[src/rtl/led_ring_if.sv]
// Ring-bus observation interface: the observed LED pattern plus the decoder's reported status.
interface led_ring_if #(
  parameter int REV_W = 8,
  parameter int ERR_W = 8
);
  logic [7:0]       led;
  logic [2:0]       pos;
  logic             valid;
  logic             step;
  logic [REV_W-1:0] rev_cnt;
  logic [ERR_W-1:0] err_cnt;

  modport master (output led, input pos, valid, step, rev_cnt, err_cnt);
  modport slave  (input led, output pos, valid, step, rev_cnt, err_cnt);
endinterface

[src/rtl/led_ring_decoder.sv]
// Tracks a rotating one-hot LED ring: locks on a one-hot sample, then reports position,
// advance pulses, completed revolutions and loss-of-lock events.
//   state | meaning
//   HUNT  | waiting for a one-hot sample to lock onto
//   LOCK  | following the ring; anything but hold or rotate-left drops lock
module led_ring_decoder #(
  parameter int REV_W = 8,
  parameter int ERR_W = 8
) (
  input  logic         clk,
  input  logic         rst,
  led_ring_if.slave    bus
);
  typedef enum logic {HUNT, LOCK} state_t;

  state_t           state_q, state_d;
  logic [7:0]       prev_q, prev_d;
  logic [2:0]       pos_q, pos_d;
  logic             valid_q, valid_d;
  logic             step_q, step_d;
  logic [REV_W-1:0] rev_cnt_q, rev_cnt_d;
  logic [ERR_W-1:0] err_cnt_q, err_cnt_d;

  logic             led_onehot;
  logic [2:0]       led_idx;
  logic [7:0]       prev_rotl;

  always_comb begin
    led_idx = 3'd0;
    for (int i = 0; i < 8; i++) begin
      if (bus.led[i]) led_idx = 3'(i);
    end
  end

  assign led_onehot = (bus.led != 8'h00) && ((bus.led & (bus.led - 8'h01)) == 8'h00);
  assign prev_rotl  = {prev_q[6:0], prev_q[7]};

  always_comb begin
    state_d   = state_q;
    prev_d    = prev_q;
    pos_d     = pos_q;
    valid_d   = valid_q;
    step_d    = 1'b0;
    rev_cnt_d = rev_cnt_q;
    err_cnt_d = err_cnt_q;
    unique case (state_q)
      HUNT: begin
        valid_d = 1'b0;
        if (led_onehot) begin
          prev_d  = bus.led;
          pos_d   = led_idx;
          valid_d = 1'b1;
          state_d = LOCK;
        end
      end
      LOCK: begin
        if (bus.led == prev_q) begin
          valid_d = 1'b1;
        end else if (bus.led == prev_rotl) begin
          step_d = 1'b1;
          pos_d  = pos_q + 3'd1;
          prev_d = bus.led;
          if (prev_q == 8'h80) rev_cnt_d = rev_cnt_q + REV_W'(1);
        end else begin
          // the offending sample is discarded; relock is judged on the next edge
          valid_d = 1'b0;
          state_d = HUNT;
          if (err_cnt_q != {ERR_W{1'b1}}) err_cnt_d = err_cnt_q + ERR_W'(1);
        end
      end
      default: state_d = HUNT;
    endcase
  end

  always_ff @(posedge clk or posedge rst) begin
    if (rst) begin
      state_q   <= HUNT;
      prev_q    <= 8'h00;
      pos_q     <= 3'd0;
      valid_q   <= 1'b0;
      step_q    <= 1'b0;
      rev_cnt_q <= '0;
      err_cnt_q <= '0;
    end else begin
      state_q   <= state_d;
      prev_q    <= prev_d;
      pos_q     <= pos_d;
      valid_q   <= valid_d;
      step_q    <= step_d;
      rev_cnt_q <= rev_cnt_d;
      err_cnt_q <= err_cnt_d;
    end
  end

  assign bus.pos     = pos_q;
  assign bus.valid   = valid_q;
  assign bus.step    = step_q;
  assign bus.rev_cnt = rev_cnt_q;
  assign bus.err_cnt = err_cnt_q;
endmodule

[src/flat_wrapper.sv]
// flat-port wrapper written by rule: the top's interface ports become plain ports
module led_ring_decoder_flat 
#(
  parameter int REV_W = 8,
  parameter int ERR_W = 8
)
  (clk, rst, bus_led, bus_pos, bus_valid, bus_step, bus_rev_cnt, bus_err_cnt);
  led_ring_if #(.REV_W(REV_W), .ERR_W(ERR_W)) bus_i ();
  input  logic clk;
  input  logic rst;
  input wire logic [$bits(bus_i.led)-1:0] bus_led;
  output wire logic [$bits(bus_i.pos)-1:0] bus_pos;
  output wire logic [$bits(bus_i.valid)-1:0] bus_valid;
  output wire logic [$bits(bus_i.step)-1:0] bus_step;
  output wire logic [$bits(bus_i.rev_cnt)-1:0] bus_rev_cnt;
  output wire logic [$bits(bus_i.err_cnt)-1:0] bus_err_cnt;
  assign bus_i.led = bus_led;
  assign bus_pos = bus_i.pos;
  assign bus_valid = bus_i.valid;
  assign bus_step = bus_i.step;
  assign bus_rev_cnt = bus_i.rev_cnt;
  assign bus_err_cnt = bus_i.err_cnt;
  led_ring_decoder #(.REV_W(REV_W), .ERR_W(ERR_W)) u_core (.clk(clk), .rst(rst), .bus(bus_i));
endmodule
[config.mk]
export PLATFORM = sky130hd
export DESIGN_NAME = led_ring_decoder_flat
export DESIGN_NICKNAME = d
export VERILOG_FILES = /design/src/rtl/led_ring_if.sv /design/src/rtl/led_ring_decoder.sv /design/src/flat_wrapper.sv
export SDC_FILE = /design/constraint.sdc
export NUM_CORES = 1
export LEC_CHECK = 0
export CORE_MARGIN = 2
export CORE_UTILIZATION = 50
export DETAILED_ROUTE_END_ITERATION = 6
export HOLD_SLACK_MARGIN = 0.06
export PLACE_DENSITY_LB_ADDON = 0.12
export SETUP_SLACK_MARGIN = 0.4
export SYNTH_ARGS = -nofsm -noshare
export SYNTH_HDL_FRONTEND = slang
export SYNTH_SLANG_ARGS = --single-unit
[constraint.sdc]
create_clock -name clk -period 3 [get_ports clk]
set_input_delay 0.6 -clock clk [delete_from_list [all_inputs] [get_ports clk]]
set_output_delay 0.6 -clock clk [all_outputs]
set_load 0.1 [all_outputs]
==> results.sh, run 1 <==
export IMPL_syn_num_nets=187
export IMPL_power_mw=1.54
export IMPL_cp_arrival_ns=2.61
export IMPL_area_growth_syn_to_layout_pct=22.1
export IMPL_clock_sinks=30
export IMPL_yosysUniqueCellTypes=37
export IMPL_hold_viol_final=0
export IMPL_dieArea_sq_um=4220
export IMPL_yosys_area_share_adder=0.0256
export IMPL_fin_skew_ns=0.00468
export IMPL_drtPass1Iterations=4
export IMPL_final_antenna_net_count=0
export IMPL_p_per_area_nw_per_um2=681
export IMPL_synth_edff_count=0
export IMPL_fillers=323
export IMPL_drive_gt1_frac=0.289
export IMPL_cts_root_buf="clkbuf_8"
export IMPL_finalWirelength_um=3760
export IMPL_synth_main_ff_cell="dfrtp_1"
export IMPL_clkLatencyLatePin_ns=0.28
export IMPL_path_cells="clkdlybuf4s50_1, buf_4, xnor2_1, nand4_1, o2111ai_4, a21boi_2, buf_12, mux2_4"
export IMPL_worst_path_buf_inv=3
export IMPL_worstSetupPathType="input port to flip-flop"
export IMPL_synth_seq_cells=30
export IMPL_port_buffers=30
export IMPL_yosys_warnings=0
export IMPL_worst_path_max_fanout=9
export IMPL_hold_path_class="flip-flop to flip-flop"
export IMPL_synth_top_family_by_area="simple AND/OR/NAND/NOR gates"
export IMPL_synthXorXnorAreaFrac=0.141
export IMPL_diodes=0
export IMPL_dp_hpwl_um=2780
export IMPL_grt_max_degree=31
export IMPL_clockBufferDepth=2
export IMPL_fp_row_count=22
export IMPL_slew_viol_final=0
export IMPL_routedWlPerCell_um=14.5
export IMPL_drt_initial_drc_count=80
export IMPL_syn_area_per_cell_sq_um=10.7
export IMPL_grt_pass1_vias=1406
export IMPL_post_cts_buffers=0
export IMPL_vias_per_cell=5.29
export IMPL_setup_ws_ns=0.551
export IMPL_grt_antenna_before_repair=0
export IMPL_worstSetupStartpointType="input port"
export IMPL_gp_congestion=0.803
export IMPL_finalNetCount=224
export IMPL_h_tree_depth=2
export IMPL_post_route_period_util=0.816
export IMPL_min_period_ns=2.45
export IMPL_post_route_util=0.629
export IMPL_ys_seq_area_frac=0.404
export IMPL_syn_cell_area_sq_um=1860
export IMPL_max_clock_freq_mhz=408
export IMPL_synth_compound_area_frac=0.0902
export IMPL_synth_top_cell_area_share=0.404
export IMPL_grt_setup_unrepaired="no"
export IMPL_synth_simple_gate_area_frac=0.167
export IMPL_grt_total_usage=0.198
export IMPL_tightest_slew_ns=0.434
export IMPL_synthTopCellsByArea="dfrtp_1, xnor2_1, mux2_4"
export IMPL_muxShareOfSynthArea=0.0908
export IMPL_cp_data_required_time_ns=3.16
export IMPL_synth_most_common_cell="dfrtp_1"
export IMPL_leakage_nw=1.11
export IMPL_cts_tree="yes"
export IMPL_cts_hold_buf=0
export IMPL_maxCapViolCount=0
export IMPL_cts_made_buffers=5
export IMPL_async_flop_share=1.00
export IMPL_cp_top_family="buffers and inverters"
export IMPL_end_kind="flip-flop"
export IMPL_dieHeight_um=65.0
export IMPL_remaining_drc_errors=0
export IMPL_max_stage_delay_ns=0.47
export IMPL_syn_inst=174
export IMPL_status="complete, no violations"
export IMPL_grt_ovfl_total=0
export IMPL_final_setup_tns_ns=0
export IMPL_start_util=0.516
export IMPL_slowest_stage="clkdlybuf4s50_1"
export IMPL_path_clk_slew_ns=0.06
export IMPL_grt_pass1_wl_um=6330
export IMPL_yosysTopAreaCell="dfrtp_1"
export IMPL_vias=1370
export IMPL_io_pins=31
export IMPL_setup_viol=0
export IMPL_die_w_um=65.0
export IMPL_dp_slack_ns=0.0134
export IMPL_synth_common_cells="dfrtp_1, xnor2_1, inv_1, xor2_1, mux2_4"
export IMPL_fp_coreArea_sq_um=3610
export IMPL_maxSlewHeadroom=0.711
export IMPL_peakVddDrop_mv=0.400
## worst reg2reg max path, delay by kind of cell, from the launching register on
family / cells / cell delay (ns)
multiplexers: 1 / 0.31
flip-flops: 1 / 0.43
AND/OR/NAND/NOR: 1 / 0.23
AO/OA/AOI/OAI: 2 / 0.57
buffers and inverters: 1 / 0.18
XOR/XNOR: 1 / 0.24
## worst paths after layout
path                                  startpoint               endpoint  slack (ns)  cells past startpoint
max                                   bus_led[0]       u_core.prev_q[3]        0.55                      8
max in group asynchronous                    rst       u_core.prev_q[2]        2.03                      3
min                        u_core.bus.rev_cnt[7]  u_core.bus.rev_cnt[7]        0.47                      1
max reg2reg                     u_core.prev_q[1]       u_core.prev_q[3]        0.93                      6
min in group asynchronous                    rst  u_core.bus.err_cnt[0]        0.69                      3
min reg2reg                u_core.bus.rev_cnt[7]  u_core.bus.rev_cnt[7]        0.47                      1
## report_power, final
part	internal [mW]	switching, mW	leakage, nW
clock network	0.265	0.145	0.0573
logic	0.200	0.379	0.671
registers	0.469	0.0854	0.377
## flip-flops by register name, indices dropped and copies added, names as in the netlist
register            count
u_core.bus.valid        1
u_core.bus.pos          3
u_core.prev_q           8
u_core.bus.step         1
u_core.state_q          1
u_core.bus.rev_cnt      8
u_core.bus.err_cnt      8
## placed cells by master (no fill, tap or decap), types with 4 or more instances in the layout
cell      netlist  final
mux2_4          9      9
a21o_2          4      4
xnor2_1        19     19
xor2_1         11     11
nand4_1         6      6
buf_4           1     29
nor2_1          8      8
clkbuf_8        2      6
nor3_1          8      8
nand3_1         4      4
nand2_1         8      8
a21oi_1         5      5
dfrtp_1        30     30
nor4_1          8      8
inv_1          13     13
## repair_timing
| action | CTS | global route |
|---|---|---|
| setup endpoints to repair | 9 | 10 |
| gates resized for setup | 4 | 4 |
| pin swaps | 0 | 1 |
| gates cloned | 0 | 0 |
## final cells by class
class	count	area [sq um]	area share
Clock inverter	1	30.0	0.0132
Inverter	13	48.8	0.0215
Clock buffer	6	82.6	0.0364
Sequential cell	30	751	0.331
Tap cell	48	60.1	0.0265
Timing Repair Buffer	39	332	0.146
Multi-Input combinational cell	122	966	0.426
## routing by layer
layer  routed length [um]  global-route usage
met5                    0                   0
met2                 1810               0.312
met3                  120              0.0417
met4                   58              0.0878
met1                 1770               0.263
## metrics by stage
step	cell area (sq um)	hold WS, ns	std cells
3_5_place_dp	2140	0.459	252
5_1_grt	2270	0.484	259
4_1_cts	2260	0.472	259
3_3_place_gp	2140	0.459	252
6_report	2270	0.467	259
2_1_floorplan	1860	0.559	174
## kinds of logic after synthesis
logic type / count (synthesis)
and+or+nand+nor: 54
AOI/OAI and AO/OA: 22
buffers and inverters: 22
muxes: 12
adders and majority gates: 4
DFF: 30
xor gates and xnor gates: 30
Power figures use the tool's default switching activity.
==> inputs of run 2 (changes only) <==
--- a/config.mk
+++ b/config.mk
@@ -6,7 +6,7 @@
 export NUM_CORES = 1
 export LEC_CHECK = 0
 export CORE_MARGIN = 2
-export CORE_UTILIZATION = 50
+export CORE_UTILIZATION = 48
 export DETAILED_ROUTE_END_ITERATION = 6
 export HOLD_SLACK_MARGIN = 0.06
 export PLACE_DENSITY_LB_ADDON = 0.12
==> constraint.sdc (replaced) <==
create_clock -name clk -period 2.03 [get_ports clk]
set_input_delay 0.406 -clock clk [delete_from_list [all_inputs] [get_ports clk]]
set_output_delay 0.406 -clock clk [all_outputs]
set_load 0.1 [all_outputs]
==> results.sh, run 2 (synthesis gave the netlist of run 1 again) <==
export IMPL_status="finished with violations"
export IMPL_violations="negative setup slack"
export IMPL_wl_met3_um=154
export IMPL_cp_arrival_ns=2.28
export IMPL_cts_made_buffers=5
export IMPL_final_setup_tns_ns=-0.726
export IMPL_remaining_drc_errors=0
export IMPL_rrSetupSlack_ns=-0.09
export IMPL_design_area_sq_um=2970
export IMPL_worstSetupPathType="flip-flop to flip-flop"
export IMPL_dp_slack_ns=-0.552
export IMPL_vias=1662
export IMPL_slew_viol_final=0
export IMPL_routedWlPerCell_um=17.0
export IMPL_min_period_ns=2.12
export IMPL_start_util=0.504
export IMPL_reg2regPathDepth=7
export IMPL_grt_pass1_vias=1675
export IMPL_dpl_cell_area_sq_um=2350
export IMPL_grt_total_usage=0.236
export IMPL_wl_met2_um=2820
export IMPL_slowest_stage="dfrtp_1"
export IMPL_fin_skew_ns=0.00828
export IMPL_clkLatencyLatePin_ns=0.29
export IMPL_max_stage_delay_ns=0.43
export IMPL_wl_met1_um=2050
export IMPL_grt_max_degree=31
export IMPL_maxSlewHeadroom=0.746
export IMPL_hold_path_class="input port to flip-flop"
export IMPL_min_from="bus_led[0]"
export IMPL_grt_pass1_wl_um=7820
export IMPL_h_tree_depth=2
export IMPL_layout_commonest_cell="buf_4"
export IMPL_port_buffers=30
export IMPL_grt_antenna_before_repair=0
export IMPL_hold_viol_final=0
export IMPL_die_w_um=66.2
export IMPL_final_cell_mix="buf_4, buf_6, inv_1, dfrtp_2"
export IMPL_holdWs_ns=0.475
export IMPL_dieArea_sq_um=4390
export IMPL_cts_tree="yes"
export IMPL_worst_path_max_fanout=5
export IMPL_worstSetupStartpointType="flip-flop"
export IMPL_drtPass1Iterations=4
export IMPL_vias_per_cell=5.47
export IMPL_final_antenna_net_count=0
export IMPL_maxUsedRoutingLayer="met4"
export IMPL_fp_row_count=22
export IMPL_setup_viol=10
export IMPL_gp_congestion=0.803
export IMPL_rr_endpoint="u_core.prev_q[7]"
export IMPL_io_pins=31
export IMPL_cts_hold_buf=0
export IMPL_max_clock_freq_mhz=472
export IMPL_cp_data_required_time_ns=2.19
export IMPL_drt_initial_drc_count=60
export IMPL_path_clk_slew_ns=0.06
export IMPL_timing_rr_start="u_core.prev_q[6]"
export IMPL_hold_depth=2
export IMPL_hold_path_end="u_core.prev_q[0]"
export IMPL_finalWirelength_um=5180
export IMPL_clockBufferDepth=2
export IMPL_area_growth_syn_to_layout_pct=59.7
export IMPL_diodes=0
export IMPL_peakVddDrop_mv=0.534
export IMPL_leakage_nw=1.41
export IMPL_drive_gt1_frac=0.621
export IMPL_grt_setup_unrepaired="yes"
export IMPL_p_per_area_nw_per_um2=850
export IMPL_maxCapViolCount=0
export IMPL_tightest_slew_ns=0.381
export IMPL_finalNetCount=269
export IMPL_post_route_period_util=1.04
export IMPL_clock_sinks=30
export IMPL_dp_hpwl_um=3000
export IMPL_cts_root_buf="clkbuf_8"
export IMPL_grt_ovfl_total=0
export IMPL_dieHeight_um=66.2
export IMPL_setup_ws_ns=-0.0876
export IMPL_path_cells="xnor2_1, nand4_1, o2111ai_4, a21boi_4, buf_6, buf_16, mux2_4"
export IMPL_fp_coreArea_sq_um=3690
export IMPL_end_kind="flip-flop"
==> run 2: routing by layer <==
layer / global-route usage / vias up
li1: - / 778
met3: 0.0307 / 13
met4: 0.105 / 0
met1: 0.280 / 829
met5: 0 / -
met2: 0.421 / 42
==> run 2: repair_timing <==
action / 4_1_cts / 5_1_grt
endpoints found under the setup margin: 30 / 28
pin swaps: 22 / 19
cloned: 1 / 0
setup buffers: 19 / 9
gates resized for setup: 65 / 36
==> run 2: cell type report <==
class	count	area (sq um)
inverter	13	48.8
clock buffer	7	86.3
sequential	30	786
multi-input combinational	122	1270
fill	217	719
tap	48	60.1
timing repair buffer	84	722
==> run 2: worst max-delay path by stage <==
stage,from,to,slack (ns),cells after the start
floorplan,bus_led[2],u_core.bus.pos[1],0.03,7
global placement,bus_led[1],u_core.prev_q[4],-0.47,7
detailed placement,bus_led[6],u_core.prev_q[5],-0.55,7
CTS,u_core.prev_q[3],u_core.prev_q[4],0.07,7
global route,u_core.prev_q[6],u_core.prev_q[7],-0.14,7
finish,u_core.prev_q[6],u_core.prev_q[7],-0.09,7
==> run 2: through the flow <==
| step | std cells | util | power, mW |
|---|---|---|---|
| global placement | 268 | 0.638 | 1.75 |
| CTS | 295 | 0.748 | 2.40 |
| detailed placement | 268 | 0.638 | 1.78 |
| floorplan | 174 | - | 1.54 |
| finish | 304 | 0.805 | 2.52 |
| global route | 304 | 0.805 | 2.62 |
==> run 2: worst max-delay path, delay by kind of cell (launching register included) <==
kind | cells | cell delay, ns
simple gates | 1 | 0.24
xor+xnor | 1 | 0.23
mux | 1 | 0.30
compound gates | 2 | 0.56
flops | 1 | 0.43
buf+inv | 2 | 0.25
==> run 2: power breakdown <==
group | switching (mW) | leakage [nW] | internal (mW)
combinational | 0.694 | 1.01 | 0.491
clock | 0.216 | 0.0443 | 0.268
sequential | 0.143 | 0.355 | 0.712
total | 1.05 | 1.41 | 1.47
